<file path="src/rtl/alu_op_sequencer_if.sv">
// alu_op_sequencer_if: upstream, ALU-side and downstream signals of the ALU
// operation sequencer. Optional statistics ports exist only when
// ALU_SEQ_STATS_EN is defined.
interface alu_op_sequencer_if #(
  parameter int unsigned WIDTH = 4
);
  logic             in_valid;
  logic             in_ready;
  logic [WIDTH-1:0] in_a;
  logic [WIDTH-1:0] in_b;
  logic [1:0]       in_sel;
  logic [WIDTH-1:0] alu_a;
  logic [WIDTH-1:0] alu_b;
  logic [1:0]       alu_sel;
  logic [WIDTH-1:0] alu_res;
  logic             alu_cout;
  logic             out_valid;
  logic             out_ready;
  logic [WIDTH-1:0] out_data;
  logic             out_zero;
  logic             out_carry;
`ifdef ALU_SEQ_STATS_EN
  logic [7:0]       op_count;
  logic             stall;
`endif

  // Environment view: upstream producer, external ALU datapath, downstream sink
  modport master (
    output in_valid, in_a, in_b, in_sel, alu_res, alu_cout, out_ready,
    input  in_ready, alu_a, alu_b, alu_sel, out_valid, out_data, out_zero,
           out_carry
`ifdef ALU_SEQ_STATS_EN
    , input op_count, stall
`endif
  );

  // Sequencer view
  modport slave (
    input  in_valid, in_a, in_b, in_sel, alu_res, alu_cout, out_ready,
    output in_ready, alu_a, alu_b, alu_sel, out_valid, out_data, out_zero,
           out_carry
`ifdef ALU_SEQ_STATS_EN
    , output op_count, stall
`endif
  );
endinterface

</file>
<file path="src/rtl/alu_op_sequencer.sv">
// alu_op_sequencer: accepts one ALU operation per handshake, holds the operands
// for the external combinational ALU for SETTLE_CYCLES cycles, captures result
// and flags, and presents them downstream with a valid/ready handshake.
// Optional macro ALU_SEQ_STATS_EN adds op_count (saturating transfer counter)
// and stall (HOLD with out_ready low).
module alu_op_sequencer #(
  parameter int unsigned WIDTH         = 4,
  parameter int unsigned SETTLE_CYCLES = 1   // legal 1..15
) (
  input  logic                 clk,
  input  logic                 rst,
  alu_op_sequencer_if.slave    bus
);

  localparam int unsigned CNT_W = 4;

  typedef enum logic [1:0] {
    IDLE   = 2'd0,
    SETTLE = 2'd1,
    HOLD   = 2'd2
  } state_t;

  state_t           state_q, state_d;
  logic [CNT_W-1:0] cnt_q, cnt_d;
  logic [WIDTH-1:0] alu_a_q, alu_a_d;
  logic [WIDTH-1:0] alu_b_q, alu_b_d;
  logic [1:0]       alu_sel_q, alu_sel_d;
  logic [WIDTH-1:0] out_data_q, out_data_d;
  logic             out_zero_q, out_zero_d;
  logic             out_carry_q, out_carry_d;
  logic             in_ready_q, in_ready_d;
  logic             out_valid_q, out_valid_d;
`ifdef ALU_SEQ_STATS_EN
  logic [7:0]       op_count_q, op_count_d;
`endif

  // State and output registers; reset wins over everything
  always_ff @(posedge clk) begin
    if (rst) begin
      state_q     <= IDLE;
      cnt_q       <= '0;
      alu_a_q     <= '0;
      alu_b_q     <= '0;
      alu_sel_q   <= '0;
      out_data_q  <= '0;
      out_zero_q  <= 1'b0;
      out_carry_q <= 1'b0;
      in_ready_q  <= 1'b1;
      out_valid_q <= 1'b0;
`ifdef ALU_SEQ_STATS_EN
      op_count_q  <= '0;
`endif
    end else begin
      state_q     <= state_d;
      cnt_q       <= cnt_d;
      alu_a_q     <= alu_a_d;
      alu_b_q     <= alu_b_d;
      alu_sel_q   <= alu_sel_d;
      out_data_q  <= out_data_d;
      out_zero_q  <= out_zero_d;
      out_carry_q <= out_carry_d;
      in_ready_q  <= in_ready_d;
      out_valid_q <= out_valid_d;
`ifdef ALU_SEQ_STATS_EN
      op_count_q  <= op_count_d;
`endif
    end
  end

  // Next-state and next-output logic
  always_comb begin
    state_d     = state_q;
    cnt_d       = cnt_q;
    alu_a_d     = alu_a_q;
    alu_b_d     = alu_b_q;
    alu_sel_d   = alu_sel_q;
    out_data_d  = out_data_q;
    out_zero_d  = out_zero_q;
    out_carry_d = out_carry_q;
`ifdef ALU_SEQ_STATS_EN
    op_count_d  = op_count_q;
`endif

    case (state_q)
      IDLE: begin
        if (bus.in_valid) begin
          alu_a_d   = bus.in_a;
          alu_b_d   = bus.in_b;
          alu_sel_d = bus.in_sel;
          cnt_d     = CNT_W'(SETTLE_CYCLES - 1);
          state_d   = SETTLE;
        end
      end
      SETTLE: begin
        if (cnt_q == '0) begin
          out_data_d  = bus.alu_res;
          out_zero_d  = (bus.alu_res == '0);
          // Carry/borrow is only meaningful for ADD/SUB (sel[1] set)
          out_carry_d = bus.alu_cout & alu_sel_q[1];
          state_d     = HOLD;
        end else begin
          cnt_d = cnt_q - CNT_W'(1);
        end
      end
      HOLD: begin
        if (bus.out_ready) begin
          state_d = IDLE;
`ifdef ALU_SEQ_STATS_EN
          if (op_count_q != 8'hFF) begin
            op_count_d = op_count_q + 8'd1;
          end
`endif
        end
      end
      default: begin
        state_d = IDLE;
      end
    endcase

    // Handshake flags follow the state being entered so they are registered
    in_ready_d  = (state_d == IDLE);
    out_valid_d = (state_d == HOLD);
  end

  assign bus.in_ready  = in_ready_q;
  assign bus.out_valid = out_valid_q;
  assign bus.alu_a     = alu_a_q;
  assign bus.alu_b     = alu_b_q;
  assign bus.alu_sel   = alu_sel_q;
  assign bus.out_data  = out_data_q;
  assign bus.out_zero  = out_zero_q;
  assign bus.out_carry = out_carry_q;
`ifdef ALU_SEQ_STATS_EN
  assign bus.op_count  = op_count_q;
  // Same-cycle view of downstream backpressure
  assign bus.stall     = (state_q == HOLD) && !bus.out_ready;
`endif

endmodule

</file>
<file path="src/flat_wrapper.sv">
// flat-port wrapper written by rule: the top's interface ports become plain ports
module alu_op_sequencer_flat 
#(
  parameter int unsigned WIDTH         = 4,
  parameter int unsigned SETTLE_CYCLES = 1                 
)
  (clk, rst, bus_in_valid, bus_in_a, bus_in_b, bus_in_sel, bus_alu_res, bus_alu_cout, bus_out_ready, bus_in_ready, bus_alu_a, bus_alu_b, bus_alu_sel, bus_out_valid, bus_out_data, bus_out_zero, bus_out_carry);
  alu_op_sequencer_if #(.WIDTH(WIDTH)) bus_i ();
  input  logic clk;
  input  logic rst;
  input wire logic [$bits(bus_i.in_valid)-1:0] bus_in_valid;
  input wire logic [$bits(bus_i.in_a)-1:0] bus_in_a;
  input wire logic [$bits(bus_i.in_b)-1:0] bus_in_b;
  input wire logic [$bits(bus_i.in_sel)-1:0] bus_in_sel;
  input wire logic [$bits(bus_i.alu_res)-1:0] bus_alu_res;
  input wire logic [$bits(bus_i.alu_cout)-1:0] bus_alu_cout;
  input wire logic [$bits(bus_i.out_ready)-1:0] bus_out_ready;
  output wire logic [$bits(bus_i.in_ready)-1:0] bus_in_ready;
  output wire logic [$bits(bus_i.alu_a)-1:0] bus_alu_a;
  output wire logic [$bits(bus_i.alu_b)-1:0] bus_alu_b;
  output wire logic [$bits(bus_i.alu_sel)-1:0] bus_alu_sel;
  output wire logic [$bits(bus_i.out_valid)-1:0] bus_out_valid;
  output wire logic [$bits(bus_i.out_data)-1:0] bus_out_data;
  output wire logic [$bits(bus_i.out_zero)-1:0] bus_out_zero;
  output wire logic [$bits(bus_i.out_carry)-1:0] bus_out_carry;
  assign bus_i.in_valid = bus_in_valid;
  assign bus_i.in_a = bus_in_a;
  assign bus_i.in_b = bus_in_b;
  assign bus_i.in_sel = bus_in_sel;
  assign bus_i.alu_res = bus_alu_res;
  assign bus_i.alu_cout = bus_alu_cout;
  assign bus_i.out_ready = bus_out_ready;
  assign bus_in_ready = bus_i.in_ready;
  assign bus_alu_a = bus_i.alu_a;
  assign bus_alu_b = bus_i.alu_b;
  assign bus_alu_sel = bus_i.alu_sel;
  assign bus_out_valid = bus_i.out_valid;
  assign bus_out_data = bus_i.out_data;
  assign bus_out_zero = bus_i.out_zero;
  assign bus_out_carry = bus_i.out_carry;
  alu_op_sequencer #(.WIDTH(WIDTH), .SETTLE_CYCLES(SETTLE_CYCLES)) u_core (.clk(clk), .rst(rst), .bus(bus_i));
endmodule
</file>
<file path="config.mk">
export PLATFORM = sky130hd
export DESIGN_NAME = alu_op_sequencer_flat
export DESIGN_NICKNAME = d
export VERILOG_FILES = /design/src/rtl/alu_op_sequencer_if.sv /design/src/rtl/alu_op_sequencer.sv /design/src/flat_wrapper.sv
export SDC_FILE = /design/constraint.sdc
export NUM_CORES = 1
export LEC_CHECK = 0
export ABC_AREA = 1
export ABC_CLOCK_PERIOD_IN_PS = 2800
export CAP_MARGIN = 5
export CORE_MARGIN = 4
export CORE_UTILIZATION = 40
export DETAILED_ROUTE_END_ITERATION = 8
export PLACE_DENSITY = 0.83
export SYNTH_ARGS = -nofsm -noshare
export SYNTH_HDL_FRONTEND = slang
export SYNTH_SLANG_ARGS = --single-unit
</file>
<file path="constraint.sdc">
create_clock -name clk -period 2.8 [get_ports clk]
set_clock_uncertainty 0.15 [all_clocks]
set_input_delay 0.56 -clock clk [delete_from_list [all_inputs] [get_ports clk]]
set_output_delay 0.56 -clock clk [all_outputs]
set_load 0.05 [all_outputs]
</file>
Yosys cells after proc, flatten, opt, wreduce, memory -nomap -nowiden
Index checks and enable logic that the tools add are counted.

word-level totals
  flip-flop bits (word level) = 24
  input bits = 19
  output and inout bits = 18
  word-level logic and storage cells = 32

cells by class
  $add $sub $neg = 1
  equal/unequal tests = 5
  mux-type cells = 7
  bitwise gates (word level) = 1
  reduce and logical (&&, ||, !) cells = 8

operator list
  operator               number
  $logic_not A4 Y1       2
  $mux W4                2
  $pmux W4 S2            1
  $mux W2                3
  $pmux W2 S3            1
  $eq A2 B2 Y1 const B   2
  $logic_not A2 Y1       2
  $ne A2 B2 Y1 const B   2
  $reduce_and A2 Y1      2
  $sub A4 B1 Y4 const B  1
  $reduce_and A3 Y1      1
  $eq A2 B1 Y1 const B   1
  $reduce_bool A2 Y1     1
  $and A1 B1 Y1          1

Depth between registers and ports, before layout
Gate-level depths: netlist (run 1).

  depth after elaboration = 4
  mapped depth = 8
  depth with buffers taken out = 8

Worst setup path before layout (run 1)
Ideal clock, no wire load.

  path kind = register to output
  start = register u_core.alu_sel_q[1], in the netlist u_core.bus.alu_sel[1]
  end = output bus_alu_sel[1]
  data arrival time = 0.619 ns
  data required time = 2.090 ns
  setup slack = 1.471 ns
  cell stages (with the launch flop) = 1
  buffers on the path = 0
  cell sequence = dfxtp_1

RTL lines
  what                      line                    text
  start: declaration        alu_op_sequencer.sv:27  logic [1:0] alu_sel_q, alu_sel_d;
  start signal: assignment  alu_op_sequencer.sv:58  alu_sel_q <= alu_sel_d;
  end: declaration          flat_wrapper.sv:21      output wire logic [$bits(bus_i.alu_sel)-1:0] bus_alu_sel;

No word-level cell between the ends.

Worst setup path after layout (run 1)
  start = register u_core.alu_sel_q[1], in the netlist u_core.bus.alu_sel[1]
  end = output bus_alu_sel[1]

No word-level cell between the ends.

==> results.py, run 1 <==
metrics = {
    "floorplanning": {
        "die_h_um": 56.31,
        "ioPinCount": 37,
        "num_rows": 17,
        "core_area_sq_um": 2212,
        "fp.dieW_um": 56.31,
        "die-area_sq_um": 3170,
        "start_util_pct": 42.19,
    },
    "synth": {
        "synth_nets": 136,
        "synthDistinctLibCells": 24,
        "syn_area_sq_um": 933.4,
        "synth-seq-cells": 24,
        "synth_area_leaders": "dfxtp_1 (51%), nor2_1 (11%), o21ai_0 (7.0%), a21oi_1 (4.3%), nand2_1 (3.6%)",
        "avgSynthCellArea_sq_um": 8.116,
        "syn_inst": 115,
        "synth_top_area_share_pct": 51.47,
        "ys_seq_area_share_pct": 51.47,
        "synth_largest_area_cell": "dfxtp_1",
        "yosysWarnings": 0,
    },
    "clock_tree": {
        "cts_resized": 0,
        "cts_tree": "done",
        "postCtsHoldBufs": 0,
        "clk_pin_slew_ns": 0.14,
        "cts_sinks": 24,
        "post_cts_buffers": 0,
        "clkLatencyLatePin_ns": 0.32,
        "htree_levels": 1,
        "numCtsBuffers": 3,
        "cts_buffer_depth": 2,
        "cts_root_buf": "clkbuf_4",
    },
    "power": {
        "switchingPower_uw": 328.8,
        "power.share.sequential_pct": 41.8,
        "power_frac_comb_pct": 32.2,
        "leakage_uw": 0.0005460,
        "p_int_uw": 638.4,
        "power.density_nw_per_um2": 709.2,
        "max-vdd-ir-drop_uv": 478.7,
        "clock_power_share_pct": 26.0,
        "power_uw": 967.2,
        "p_sw_share_pct": 34.00,
    },
    "grt": {
        "grt_pass1_wl_um": 3477,
        "first_global_vias": 828,
        "grt_max_degree": 18,
        "globalRouteOverflowTotal": 0,
        "antenna_found_initial": 0,
        "grt_usage_pct": 13.90,
    },
    "drt": {
        "drtIter0Drc": 10,
        "top_layer_used": "met4",
        "vias_per_cell": 4.644,
        "drc": 0,
        "vias": 836,
        "ant_nets": 0,
        "dr_wl_met2_um": 1054,
        "wl_per_cell_um": 11.60,
        "first_pass_iters": 4,
        "wl_met3_um": 102,
        "wirelength_um": 2088,
        "wl_met1_um": 905,
    },
    "critical_path": {
        "required_ns": 2.09,
        "critPathMaxStageDelay_ns": 0.82,
        "slowest_stage": "clkdlybuf4s50_1",
        "crit_end": "bus_alu_sel[1]",
        "r2r.worst_path.cells": 6,
        "critical_path_arrival_ns": 1.51,
        "crit_buf_inv": 1,
        "critPathTopFamily": "buffers and inverters",
        "r2r_end": "u_core.cnt_q[3]$_SDFFE_PP0P_",
        "end_kind": "output pin",
        "regToRegSetupSlack_ns": 1.34,
        "startpoint_type": "flop",
        "path_max_fanout": 3,
        "crit_path_cell_trace": "clkdlybuf4s50_1",
        "startpoint": "u_core.bus.alu_sel[1]$_SDFFE_PP0P_",
        "path_class": "flop to output pin",
        "r2r_start": "u_core.state_q[0]$_SDFF_PP0_",
        "path_depth": 1,
    },
    "placed_design": {
        "place_congestion": 0.7643,
        "dpl.hpwl_um": 1639,
        "place_area_sq_um": 1311,
        "numPortBuffers": 36,
    },
    "sta": {
        "slew_violations": 0,
        "slew_headroom_pct": 66.04,
        "whs_ns": 0.3223,
        "rsz0062_at_grt": "false",
        "fin_crit_sh_pct": 79.44,
        "finalSetupViolCount": 0,
        "period_minus_slack_ns": 2.224,
        "fin_setup_tns_ns": 0,
        "tightestPinTransition_ns": 0.5078,
        "fmax_mhz": 449.6,
        "hold_violations": 0,
    },
    "cells_and_area": {
        "fill_cells": 206,
        "n_antenna_cell": 0,
        "finalInstanceArea_sq_um": 1364,
        "layout.nets": 174,
        "layout-drive-gt1-share_pct": 9.868,
        "area_growth_pct": 46.11,
    },
    "run": {
        "drv_cap": 0,
    },
    "min_path": {
        "hp-class": "flop to flop",
        "whs_path_depth": 1,
    },
    "status": {
        "status": "finished clean",
    },
}
-- layout make-up --
cell class / count / area [sq um] / area share, %
flip-flops and latches: 24 / 480.5 / 35.23
multi-input cells: 79 / 399.1 / 29.27
inverters: 9 / 36.28 / 2.661
clock buffers: 3 / 22.52 / 1.651
well taps: 28 / 35.03 / 2.569
repair buffers: 36 / 360.3 / 26.42
clock inverters: 1 / 30.03 / 2.202
-- cell families after synthesis --
family	after synthesis	synth area share (%)
compound gates	24	13.67
fa+ha+maj	2	2.681
buf+inv	12	5.764
flops	24	51.47
simple gates	53	26.41
-- cells in the mapped netlist, drive strengths merged --
cell type  number
buf             2
and2            2
o21ai          15
a21oi           9
nand3           6
nand2          13
ha              2
or2             1
dfxtp          24
nor2           29
nor3            2
inv             9
clkbuf          1
-- metal layers --
| metal | vias to the layer above | track usage [%] |
|---|---|---|
| met3 | 2 | 2.299 |
| met2 | 20 | 25.38 |
| met5 | - | 0 |
| met4 | 0 | 5.085 |
| li1 | 444 | - |
| met1 | 370 | 16.10 |
-- worst min-delay path by stage --
stage               slack (ns)                             endpoint                           startpoint
detailed placement        0.31         u_core.cnt_q[0]$_SDFFE_PP0P_         u_core.cnt_q[0]$_SDFFE_PP0P_
global route              0.35  u_core.bus.out_data[3]$_SDFFE_PP0P_  u_core.bus.out_data[3]$_SDFFE_PP0P_
global placement          0.29         u_core.cnt_q[0]$_SDFFE_PP0P_         u_core.cnt_q[0]$_SDFFE_PP0P_
finish                    0.32         u_core.cnt_q[0]$_SDFFE_PP0P_         u_core.cnt_q[0]$_SDFFE_PP0P_
CTS                       0.33         u_core.cnt_q[0]$_SDFFE_PP0P_         u_core.cnt_q[0]$_SDFFE_PP0P_
floorplan                 0.28         u_core.cnt_q[0]$_SDFFE_PP0P_         u_core.cnt_q[0]$_SDFFE_PP0P_
-- flip-flops by register name, indices dropped and copies added, names as in the netlist --
signal                flops
u_core.bus.alu_a          4
u_core.bus.alu_b          4
u_core.bus.alu_sel        2
u_core.bus.in_ready       1
u_core.bus.out_carry      1
u_core.bus.out_data       4
u_core.bus.out_valid      1
u_core.bus.out_zero       1
u_core.cnt_q              4
u_core.state_q            2
-- power groups by stage --
stage / Combinational, uW / Sequential, uW / Clock, uW
6_report: 311 / 405 / 251
3_3_place_gp: 307 / 412 / 0
4_1_cts: 315 / 405 / 254
2_1_floorplan: 111 / 511 / 0
5_1_grt: 337 / 410 / 266
3_5_place_dp: 314 / 412 / 0
-- metrics by stage --
step / instances / util, % / worst slack, ns
after floorplan: 115 / - / 1.471
after global placement: 176 / 59.28 / 0.7652
after detailed placement: 176 / 59.28 / 0.6979
after CTS: 180 / 61.65 / 0.5573
after global routing: 180 / 61.65 / 0.5278
final: 180 / 61.65 / 0.5757
-- cells in the final DEF (no fill, tap or decap), types with 2 or more instances in the layout --
master and instances:
o21ai_0 13, clkbuf_4 3, dfxtp_1 24, clkdlybuf4s50_1 36, nor3_1 2, nand3_1 5
ha_1 2, a21oi_1 8, nor2_1 27, nand2_1 9, inv_1 7, and2_1 2
nand2_2 3
Note: power is estimated with default switching activity, not from simulation.
==> run 2: changes to the inputs <==
--- a/config.mk
+++ b/config.mk
@@ -6,7 +6,7 @@
 export NUM_CORES = 1
 export LEC_CHECK = 0
 export ABC_AREA = 1
-export ABC_CLOCK_PERIOD_IN_PS = 2800
+export ABC_CLOCK_PERIOD_IN_PS = 2350
 export CAP_MARGIN = 5
 export CORE_MARGIN = 4
 export CORE_UTILIZATION = 40
==> constraint.sdc (replaced) <==
create_clock -name clk -period 2.35 [get_ports clk]
set_clock_uncertainty 0.15 [all_clocks]
set_input_delay 0.47 -clock clk [delete_from_list [all_inputs] [get_ports clk]]
set_output_delay 0.47 -clock clk [all_outputs]
set_load 0.05 [all_outputs]
==> results.py, run 2 (synthesized netlist as in run 1, its figures left out) <==
metrics = {
    "critical_path": {
        "path_class": "flop to output pin",
        "path_max_fanout": 3,
        "r2r.worst_path.cells": 7,
        "critical_path_arrival_ns": 1.51,
        "end_kind": "output pin",
        "critPathTopFamily": "buffers and inverters",
        "path_depth": 1,
        "crit_path_cell_trace": "clkdlybuf4s50_1",
        "regToRegSetupSlack_ns": 0.92,
        "critPathMaxStageDelay_ns": 0.81,
        "startpoint_type": "flop",
        "slowest_stage": "clkdlybuf4s50_1",
        "startpoint": "u_core.bus.alu_sel[1]$_SDFFE_PP0P_",
        "required_ns": 1.73,
        "r2r_end": "u_core.bus.in_ready$_SDFF_PP1_",
        "crit_end": "bus_alu_sel[1]",
        "crit_buf_inv": 1,
        "r2r_start": "u_core.cnt_q[0]$_SDFFE_PP0P_",
    },
    "grt": {
        "grt_usage_pct": 15.36,
        "antenna_found_initial": 0,
        "grt_pass1_wl_um": 3801,
        "first_global_vias": 866,
        "grt_max_degree": 18,
        "globalRouteOverflowTotal": 0,
    },
    "sta": {
        "tightestPinTransition_ns": 0.5026,
        "rsz0062_at_grt": "false",
        "hold_violations": 0,
        "slew_violations": 0,
        "whs_ns": 0.3175,
        "fin_setup_tns_ns": 0,
        "period_minus_slack_ns": 2.131,
        "fin_crit_sh_pct": 90.68,
        "slew_headroom_pct": 66.39,
        "fmax_mhz": 469.3,
        "finalSetupViolCount": 0,
    },
    "power": {
        "max-vdd-ir-drop_uv": 475.2,
        "leakage_uw": 0.0005506,
        "power.density_nw_per_um2": 846.6,
    },
    "clock_tree": {
        "cts_tree": "done",
        "cts_sinks": 24,
        "htree_levels": 1,
        "clkLatencyLatePin_ns": 0.32,
        "cts_root_buf": "clkbuf_4",
        "postCtsHoldBufs": 0,
        "numCtsBuffers": 3,
        "clk_pin_slew_ns": 0.14,
        "post_cts_buffers": 0,
        "cts_buffer_depth": 2,
        "cts_resized": 0,
    },
    "drt": {
        "drc": 0,
        "wl_per_cell_um": 12.24,
        "ant_nets": 0,
        "vias_per_cell": 4.785,
        "first_pass_iters": 4,
        "vias": 866,
        "drtIter0Drc": 16,
        "wirelength_um": 2215,
    },
    "cells_and_area": {
        "mostFrequentLayoutCells": "clkdlybuf4s50_1 (36), nor2_1 (27), dfxtp_1 (24), o21ai_0 (13), nand2_1 (9)",
        "layout.nets": 175,
        "area_growth_pct": 46.92,
        "finalCoreUtilization_pct": 61.99,
        "final_common_cell": "clkdlybuf4s50_1",
        "n_antenna_cell": 0,
        "layout-drive-gt1-share_pct": 10.46,
    },
    "floorplanning": {
        "num_rows": 17,
        "start_util_pct": 42.19,
        "core_area_sq_um": 2212,
        "fp.dieW_um": 56.31,
        "ioPinCount": 37,
        "die_h_um": 56.31,
        "die-area_sq_um": 3170,
    },
    "placed_design": {
        "dpl.hpwl_um": 1683,
        "place_congestion": 0.7666,
        "numPortBuffers": 36,
    },
    "status": {
        "status": "finished clean",
    },
    "run": {
        "drv_cap": 0,
    },
    "min_path": {
        "hp-class": "flop to flop",
    },
}
## run 2: changes by cell type in the layout (fill, tap and decap cells not counted)
cell,change
buf_4,+1
## run 2: final cells by class
cell class | count | area (sq um)
flip-flops and latches | 24 | 480.5
clock buffers | 3 | 22.52
multi-input cells | 79 | 399.1
well taps | 28 | 35.03
inverters | 9 | 36.28
clock inverters | 1 | 30.03
fillers | 212 | 840.8
repair buffers | 37 | 367.9
## run 2: per-stage QoR
stage | power, uW | area, sq um | cells | worst slack (ns)
global placement | 859.4 | 1319 | 177 | 0.5119
finish | 1161 | 1371 | 181 | 0.2190
floorplan | 741.2 | 933.4 | 115 | 1.060
global route | 1214 | 1371 | 181 | 0.1593
CTS | 1168 | 1371 | 181 | 0.1939
detailed placement | 870.1 | 1319 | 177 | 0.4496
## run 2: how the worst min path moves through the flow
| stage | from | to | slack, ns | cells past startpoint |
|---|---|---|---|---|
| after floorplan | u_core.cnt_q[0]$_SDFFE_PP0P_ | u_core.cnt_q[0]$_SDFFE_PP0P_ | 0.28 | 1 |
| after global placement | u_core.cnt_q[0]$_SDFFE_PP0P_ | u_core.cnt_q[0]$_SDFFE_PP0P_ | 0.30 | 1 |
| after detailed placement | u_core.cnt_q[0]$_SDFFE_PP0P_ | u_core.cnt_q[0]$_SDFFE_PP0P_ | 0.30 | 1 |
| after CTS | u_core.cnt_q[0]$_SDFFE_PP0P_ | u_core.cnt_q[0]$_SDFFE_PP0P_ | 0.32 | 1 |
| after global routing | u_core.bus.out_data[3]$_SDFFE_PP0P_ | u_core.bus.out_data[3]$_SDFFE_PP0P_ | 0.35 | 2 |
| final | u_core.cnt_q[0]$_SDFFE_PP0P_ | u_core.cnt_q[0]$_SDFFE_PP0P_ | 0.32 | 1 |
## run 2: power breakdown
group          total [uW]  switching (uW)  leakage (uW)  internal (uW)
sequential            484            29.2      0.000197            454
combinational         376             240      0.000325            137
clock                 301             128     0.0000279            172
## run 2: metal layers
layer	global-route usage, %	part of all wire, %
met2	27.88	52
met4	8.136	2.5
met1	16.31	41
met3	3.448	5.1
met5	0	0
==> run 3: changes to the inputs <==
--- a/config.mk
+++ b/config.mk
@@ -5,13 +5,12 @@
 export SDC_FILE = /design/constraint.sdc
 export NUM_CORES = 1
 export LEC_CHECK = 0
-export ABC_AREA = 1
 export ABC_CLOCK_PERIOD_IN_PS = 2350
 export CAP_MARGIN = 5
 export CORE_MARGIN = 4
 export CORE_UTILIZATION = 40
 export DETAILED_ROUTE_END_ITERATION = 8
-export PLACE_DENSITY = 0.83
+export PLACE_DENSITY = 0.81
 export SYNTH_ARGS = -nofsm -noshare
 export SYNTH_HDL_FRONTEND = slang
 export SYNTH_SLANG_ARGS = --single-unit
==> results.py, run 3 <==
metrics = {
    "grt": {
        "globalRouteOverflowTotal": 0,
        "grt_usage_pct": 14.63,
        "grt_max_degree": 19,
        "grt_pass1_wl_um": 3870,
        "first_global_vias": 887,
        "antenna_found_initial": 0,
    },
    "floorplanning": {
        "start_util_pct": 43.36,
        "fp.dieW_um": 57.90,
        "core_area_sq_um": 2297,
        "num_rows": 17,
        "die-area_sq_um": 3352,
        "ioPinCount": 37,
        "die_h_um": 57.90,
    },
    "sta": {
        "fin_crit_sh_pct": 90.08,
        "slew_headroom_pct": 61.55,
        "finalSetupViolCount": 0,
        "rsz0062_at_grt": "false",
        "slew_violations": 0,
        "whs_ns": 0.3161,
        "fmax_mhz": 472.4,
        "period_minus_slack_ns": 2.117,
        "fin_setup_tns_ns": 0,
        "tightestPinTransition_ns": 0.5756,
        "setup_slack_ns": 0.2332,
        "hold_violations": 0,
    },
    "power": {
        "power.density_nw_per_um2": 930.7,
        "leakage_uw": 0.0005174,
        "max-vdd-ir-drop_uv": 451.0,
        "p_sw_share_pct": 39.71,
        "power_frac_comb_pct": 43.9,
        "power.share.sequential_pct": 40.0,
        "switchingPower_uw": 519.7,
        "clock_power_share_pct": 16.1,
        "p_int_uw": 789.2,
    },
    "placed_design": {
        "numPortBuffers": 36,
        "place_ws_ns": 0.3302,
        "placed_cells": 174,
        "dpl.hpwl_um": 1711,
        "place_congestion": 0.7114,
    },
    "cells_and_area": {
        "n_antenna_cell": 0,
        "area_growth_pct": 41.21,
        "layout.nets": 172,
        "finalCoreUtilization_pct": 61.22,
        "final_common_cell": "clkdlybuf4s50_1",
        "layout-drive-gt1-share_pct": 8.000,
        "fill_cells": 204,
        "mostFrequentLayoutCells": "clkdlybuf4s50_1 (36), dfxtp_1 (24), nand2_1 (23), a21oi_1 (20)",
        "fin_cells": 178,
        "regArea_sq_um": 480.5,
        "multi_input_area_sq_um": 456.7,
    },
    "synth": {
        "yosysWarnings": 0,
        "synth_common_cells": "dfxtp_1 (24), nand2_1 (23), a21oi_1 (20)",
        "synthDistinctLibCells": 27,
        "synth_edf_count": 0,
        "synth_mux_area_share_pct": 1.005,
        "synth_ff_type": "dfxtp_1",
        "synth_top_family_by_area": "simple AND/OR/NAND/NOR gates",
        "synthAdderAreaFrac_pct": 2.513,
        "async_flop_share_pct": 0,
        "synthSimpleGateAreaFrac_pct": 21.48,
        "syn_inst": 115,
        "yosysMostFrequentCell": "dfxtp_1",
        "synth_largest_area_cell": "dfxtp_1",
        "synth_compound_gate_area_share_pct": 20.85,
        "synth_top_area_share_pct": 48.24,
        "synth_area_leaders": "dfxtp_1 (48%), a21oi_1 (10%), nand2_1 (8.7%), nand3_1 (3.5%), o21ai_0 (3.5%)",
        "syn_area_sq_um": 996.0,
        "ys_seq_area_share_pct": 48.24,
        "synth-seq-cells": 24,
        "synth_xor_area_share_pct": 0,
        "avgSynthCellArea_sq_um": 8.660,
        "synth_nets": 136,
    },
    "drt": {
        "vias_per_cell": 5.056,
        "first_pass_iters": 4,
        "drc": 0,
        "wl_per_cell_um": 12.91,
        "wirelength_um": 2298,
        "drtIter0Drc": 12,
        "ant_nets": 0,
        "vias": 900,
    },
    "critical_path": {
        "slowest_stage": "clkdlybuf4s50_1",
        "required_ns": 1.73,
        "path_max_fanout": 3,
        "critPathMaxStageDelay_ns": 0.82,
        "crit_buf_inv": 1,
        "path_class": "flop to output pin",
        "startpoint_type": "flop",
        "end_kind": "output pin",
        "critical_path_arrival_ns": 1.50,
        "crit_path_cell_trace": "clkdlybuf4s50_1",
        "critPathTopFamily": "buffers and inverters",
    },
    "clock_tree": {
        "cts_tree": "done",
        "htree_levels": 1,
        "clk_pin_slew_ns": 0.13,
        "cts_buffer_depth": 2,
        "numCtsBuffers": 3,
        "postCtsHoldBufs": 0,
        "post_cts_buffers": 0,
        "cts_sinks": 24,
        "clkLatencyLatePin_ns": 0.30,
        "cts_resized": 0,
        "cts_root_buf": "clkbuf_4",
    },
    "status": {
        "status": "finished clean",
    },
    "min_path": {
        "hp-class": "flop to flop",
    },
    "run": {
        "drv_cap": 0,
    },
}
run 3: routing by layer:
| layer | global-route usage (%) | up-vias | part of all wire (%) |
|---|---|---|---|
| met3 | 2.450 | 2 | 4.0 |
| met2 | 24.84 | 20 | 49 |
| met1 | 18.27 | 409 | 46 |
| li1 | - | 469 | - |
| met5 | 0 | - | 0 |
| met4 | 5.960 | 0 | 1.2 |
run 3: logic make-up after synthesis:
| logic type | Yosys count |
|---|---|
| AO/OA/AOI/OAI | 34 |
| AND/OR/NAND/NOR | 42 |
| multiplexers | 1 |
| flip-flops | 24 |
| buffers and inverters | 12 |
| adder cells (fa/ha/maj) | 2 |
run 3: final cells by class:
cell class                 count  area share, %
multi-input combinational     79          32.47
timing repair buffer          39          27.22
sequential                    24          34.16
inverter                       4          1.068
clock buffer                   4          2.580
tap                           28          2.491
run 3: final timing paths:
check	startpoint	to	slack, ns	depth (start not counted)
worst max register to register	u_core.cnt_q[0]$_SDFFE_PP0P_	u_core.cnt_q[2]$_SDFFE_PP0P_	0.67	5
worst min register to register	u_core.bus.alu_a[2]$_SDFFE_PP0P_	u_core.bus.alu_a[2]$_SDFFE_PP0P_	0.32	2
worst min-delay path	u_core.bus.alu_a[2]$_SDFFE_PP0P_	u_core.bus.alu_a[2]$_SDFFE_PP0P_	0.32	2
worst max-delay path	u_core.bus.alu_sel[1]$_SDFFE_PP0P_	bus_alu_sel[1]	0.23	1
run 3: power groups by stage:
stage	combinational (uW)	clock [uW]	sequential (uW)
6_report	574	211	524
5_1_grt	626	236	536
4_1_cts	577	216	525
3_5_place_dp	573	0	534
3_3_place_gp	564	0	529
2_1_floorplan	289	0	653
run 3: stage by stage:
stage / total power, uW / instance area, sq um
2_1_floorplan: 941.1 / 996.0
3_3_place_gp: 1094 / 1370
3_5_place_dp: 1107 / 1370
4_1_cts: 1318 / 1406
5_1_grt: 1398 / 1406
6_report: 1309 / 1406
